### src/rtl/sd_cmd_assembler.sv
// Packs UART bytes into 48-bit SD command frames, checks framing bits and CRC7,
// and hands good frames downstream over valid/ready; bad frames raise status pulses.
module sd_cmd_assembler #(
    parameter int TIMEOUT_CYCLES = 1024
) (
    input  logic        clk,
    input  logic        reset,
    input  logic [7:0]  rx_data,
    input  logic        rx_valid,
    output logic [47:0] cmd_frame,
    output logic        cmd_valid,
    input  logic        cmd_ready,
    output logic        crc_error,
    output logic        frame_error,
    output logic        timeout,
    output logic        overrun
);
    localparam int GW = (TIMEOUT_CYCLES > 1) ? $clog2(TIMEOUT_CYCLES + 1) : 1;
    localparam logic [GW-1:0] GAP_LAST = GW'(TIMEOUT_CYCLES - 1);

    typedef enum logic [1:0] {IDLE, COLLECT, HOLD} state_t;

    state_t        state_q;
    logic [2:0]    cnt_q;
    logic [6:0]    crc_q;
    logic [6:0]    crc_d;
    logic [6:0]    crc_first_d;
    logic [GW-1:0] gap_q;
    logic [47:0]   frame_q;
    logic          valid_q;
    logic          crc_err_q;
    logic          frame_err_q;
    logic          timeout_q;
    logic          overrun_q;
    logic          handshake;
    logic          accept_new;

    // Serial CRC7 (x^7 + x^3 + 1), one byte MSB first.
    function automatic logic [6:0] crc7_byte(input logic [6:0] c_in, input logic [7:0] b);
        logic [6:0] c;
        logic       fb;
        c = c_in;
        for (int i = 7; i >= 0; i--) begin
            fb = c[6] ^ b[i];
            c  = {c[5:0], 1'b0} ^ (fb ? 7'h09 : 7'h00);
        end
        return c;
    endfunction

    assign crc_d       = crc7_byte(crc_q, rx_data);
    assign crc_first_d = crc7_byte(7'h00, rx_data);
    assign handshake   = (state_q == HOLD) && valid_q && cmd_ready;
    // A byte arriving with the handshake is treated as if the block were already idle.
    assign accept_new  = rx_valid && ((state_q == IDLE) || handshake);

    always_ff @(posedge clk or posedge reset) begin
        if (reset) begin
            state_q     <= IDLE;
            cnt_q       <= 3'd0;
            crc_q       <= 7'h00;
            gap_q       <= '0;
            frame_q     <= 48'h0;
            valid_q     <= 1'b0;
            crc_err_q   <= 1'b0;
            frame_err_q <= 1'b0;
            timeout_q   <= 1'b0;
            overrun_q   <= 1'b0;
        end else begin
            crc_err_q   <= 1'b0;
            frame_err_q <= 1'b0;
            timeout_q   <= 1'b0;
            overrun_q   <= 1'b0;

            if (handshake) begin
                valid_q <= 1'b0;
                state_q <= IDLE;
            end
            if (state_q == HOLD && rx_valid && !cmd_ready)
                overrun_q <= 1'b1;

            if (accept_new) begin
                if (rx_data[7:6] == 2'b01) begin
                    frame_q[47:40] <= rx_data;
                    crc_q          <= crc_first_d;
                    cnt_q          <= 3'd1;
                    gap_q          <= '0;
                    state_q        <= COLLECT;
                end else begin
                    frame_err_q <= 1'b1;
                end
            end

            if (state_q == COLLECT) begin
                if (rx_valid) begin
                    gap_q <= '0;
                    if (cnt_q == 3'd5) begin
                        cnt_q   <= 3'd0;
                        state_q <= IDLE;
                        if (!rx_data[0]) begin
                            frame_err_q <= 1'b1;
                        end else if (rx_data[7:1] != crc_q) begin
                            crc_err_q <= 1'b1;
                        end else begin
                            frame_q[7:0] <= rx_data;
                            valid_q      <= 1'b1;
                            state_q      <= HOLD;
                        end
                    end else begin
                        case (cnt_q)
                            3'd1:    frame_q[39:32] <= rx_data;
                            3'd2:    frame_q[31:24] <= rx_data;
                            3'd3:    frame_q[23:16] <= rx_data;
                            3'd4:    frame_q[15:8]  <= rx_data;
                            default: ;
                        endcase
                        crc_q <= crc_d;
                        cnt_q <= cnt_q + 3'd1;
                    end
                end else if (TIMEOUT_CYCLES != 0 && gap_q == GAP_LAST) begin
                    timeout_q <= 1'b1;
                    gap_q     <= '0;
                    cnt_q     <= 3'd0;
                    state_q   <= IDLE;
                end else if (TIMEOUT_CYCLES != 0) begin
                    gap_q <= gap_q + GW'(1);
                end
            end
        end
    end

    assign cmd_frame   = frame_q;
    assign cmd_valid   = valid_q;
    assign crc_error   = crc_err_q;
    assign frame_error = frame_err_q;
    assign timeout     = timeout_q;
    assign overrun     = overrun_q;
endmodule
### config.mk
export PLATFORM = sky130hd
export DESIGN_NAME = sd_cmd_assembler
export DESIGN_NICKNAME = d
export VERILOG_FILES = /design/src/rtl/sd_cmd_assembler.sv
export SDC_FILE = /design/constraint.sdc
export NUM_CORES = 1
export LEC_CHECK = 0
export ABC_AREA = 1
export CAP_MARGIN = 20
export CORE_UTILIZATION = 56
export DETAILED_ROUTE_END_ITERATION = 16
export HOLD_SLACK_MARGIN = 0.05
export PLACE_DENSITY = 0.9
export SLEW_MARGIN = 20
export SYNTH_ARGS = -nofsm -noshare
export SYNTH_HDL_FRONTEND = slang
export SYNTH_SLANG_ARGS = --single-unit
### constraint.sdc
create_clock -name clk -period 7.6 [get_ports clk]
set_clock_uncertainty 0.05 [all_clocks]
set_input_delay 2.28 -clock clk [delete_from_list [all_inputs] [get_ports clk]]
set_output_delay 2.28 -clock clk [all_outputs]
set_load 0.05 [all_outputs]
==> metrics.txt <==
outcome completed; area grow syn2layout 24.26%; switch share around 48%; Total Routing Usage GR a little over a quarter; Crit-path slowest cell nand3_1; worst r2r src state_q[0]; routed vias approximately 3000; Initial Util 58.80%; Max Transition Viols Final 0; minimum clock period between 4 and 5 ns; CTS hold repair buffers 0; first-pass GRT wire length 13.28 mm; Hold Path Class flop to flop; crit-path leading delay family simple AND/OR/NAND/NOR gates; DR vias/cell 5.415; nets between 400 and 500; Arr. time, crit path 4.57 ns; Worst Path Max Fanout 23; Num CTS Buffers 9; Avg WL per Cell 14.68 µm; initial antenna violation count 0; total die area 0.006650 mm²; net count after synthesis approximately 430; f_max approximately 230 MHz; Total Routed Length 8.252 mm; # setup viols final 0; clock latency at the later pin of the worst-skew pair 0.35 ns; static leakage 0.002127 µW; root buffer cell clkbuf_8; DR iter-0 viols 176; routability cong. slightly below 0.9; largest net degree at the start of global routing 77; top-level I/O count 65; Sink Count 76; slew of the pin with the lowest slew margin 0.9299 ns; Crit path buffers/inverters 2; Warnings, synthesis 0; Switch Pwr ~880 µW; post-synthesis sequential area ratio 53.67%; cells after synthesis 415; DIE WIDTH approximately 82 µm; drt first pass iters 7; Req. time, crit path 7.77 ns; critical path capture point gap_q[0]; Longest Clk Path Bufs 2; CP startpoint cmd_ready; pwr/cell area around 420 mW/mm²; Detail Placement HPWL 5.855 mm; Remaining DRCs 0; die height 81.55 µm; Synth Cell Area 0.003543 mm²; Max-cap violations 0; share of layout cells above drive strength 1 6.571%; port bufs 64; proportion of power drawn by combinational gates 50.0%; post-synthesis register bit count 76; setup TNS 0 ns; Levels on crit path 8; vias in the first global route 2850; Final period util around 58%; Worst-path clk slew about 0.070 ns; crit path capture type flop; synth unique cells 33; worst vdd ir about 360 µV; clock share of power about 15%; post-route ant nets 0; RSZ-0062 raised after global routing false; post-CTS setup buffers 0; normalized max-slew margin 38.01%; Core Area approximately 0.006 mm²; worst path cell trace clkdlybuf4s50_1 > nand2_1 > o21ai_0 > nand3_1 > nand2_1 > inv_1 > nand2_1 > o21ai_0; GRT overflow 0; Reg power frac 34.7%; Setup CP Type input pin to flop; n_diodes 0; H-Tree Depth 3; Power Internal about 960 µW; CTS tree built; reg-to-reg endpoint gap_q[0]; Rows 28; Gates resized, CTS repair 0; Max stage delay on crit path 0.65 ns; Critical Path Start Type input pin; R2R Setup Slk 5.23 ns; Final Hold Viols 0; CP dominant cell by count nand2_1; Min Hold Slack 0.4121 ns; syn avg cell area between 8 and 9 µm²; reg2reg path depth 6
-- worst min path at each step --
stage                            start      endpoint  slack (ns)  depth (start not counted)
after floorplan              gap_q[10]     gap_q[10]        0.44                          2
after global placement    cmd_frame[0]  cmd_frame[0]        0.40                          2
after detailed placement  cmd_frame[0]  cmd_frame[0]        0.40                          2
after CTS                 cmd_frame[0]  cmd_frame[0]        0.42                          2
after global routing      cmd_frame[0]  cmd_frame[0]        0.44                          2
final                     cmd_frame[0]  cmd_frame[0]        0.41                          2
-- sequential cells by signal, indices dropped and copies added (netlist names) --
register	cells
cnt_q	3
cmd_frame	48
gap_q	11
crc_error	1
state_q	2
crc_q	7
cmd_valid	1
frame_error	1
overrun	1
timeout	1
-- Yosys cell counts, drive strengths merged --
| cell type | number | share of area, % |
|---|---|---|
| buf | 5 | 1.2 |
| o21a | 1 | 0.21 |
| o31ai | 1 | 0.21 |
| inv | 42 | 4.4 |
| clkinv | 1 | 0.11 |
| o211ai | 1 | 0.21 |
| o22ai | 1 | 0.18 |
| o2111ai | 1 | 0.25 |
| nor4 | 2 | 0.78 |
| ha | 2 | 0.71 |
| or2 | 2 | 0.35 |
| clkbuf | 4 | 0.46 |
| o21ai | 43 | 6.1 |
| nand4 | 6 | 1.1 |
| dfrtp | 76 | 54 |
| nand2 | 133 | 14 |
| xnor2 | 6 | 1.5 |
| nor3 | 4 | 1.5 |
| xor2 | 11 | 2.7 |
| a21oi | 15 | 2.2 |
| a31oi | 1 | 0.18 |
| nor2 | 28 | 3.4 |
| nand3 | 29 | 4.1 |
-- tightest hold or removal path: cells and delay by family, from the launching register on --
family / cells / cell delay [ns]
buf+inv: 1 / 0.04
flops: 1 / 0.34
simple gates: 1 / 0.05
-- cells in the final DEF (no fill, tap or decap), types with 2 or more instances in the layout --
cell type and n:
nand2_2 2, nor2_4 2, o21ai_1 8, nor3_4 3
or2_2 2, clkdlybuf4s50_1 64, dfrtp_1 76, nand4_1 6
inv_2 4, nand2_1 130, clkbuf_8 10, ha_1 2
xor2_1 11, xnor2_1 6, a21oi_1 14, nand3_1 29
clkinvlp_4 3, o21ai_0 35, inv_1 38, nor2_1 26
-- layout make-up --
class,instances,area [µm²]
clock buffer,11,141.4
clock inverter,5,36.28
fill,455,1623
inverter,43,161.4
multi-input combinational,287,1420
sequential,76,1902
tap,75,93.84
timing repair buffer,65,648.1
-- logic make-up after synthesis --
group | synth area share (%)
AOI/OAI and AO/OA | 9.535
adders and majority gates | 0.7061
DFF | 53.67
xor gates and xnor gates | 4.202
and+or+nand+nor | 25.64
buffers and inverters | 6.250
-- power groups by stage --
stage	Sequential, µW	Combinational [µW]	Clock, µW
after floorplan	965	300	0
after global placement	636	886	0
after global routing	650	985	297
final	637	917	279
after CTS	634	920	281
after detailed placement	641	913	0
-- through the flow --
| step | util (%) | power, µW | area (µm²) | instances | worst slack, ns |
|---|---|---|---|---|---|
| after CTS | 73.07 | 1835 | 4403 | 562 | 3.235 |
| after global routing | 73.07 | 1932 | 4403 | 562 | 2.955 |
| after detailed placement | 70.12 | 1554 | 4225 | 546 | 2.864 |
| final | 73.07 | 1833 | 4403 | 562 | 3.205 |
| after floorplan | - | 1265 | 3543 | 415 | 3.332 |
| after global placement | 70.12 | 1522 | 4225 | 546 | 3.033 |
-- per-layer routing --
layer	vias up	part of all wire (%)	track usage, %
met5	-	0	0
met4	0	2.4	11.61
met3	18	5.2	4.000
met2	110	51	46.17
met1	1443	42	34.98
li1	1472	-	-
Power figures use the tool's default switching activity.
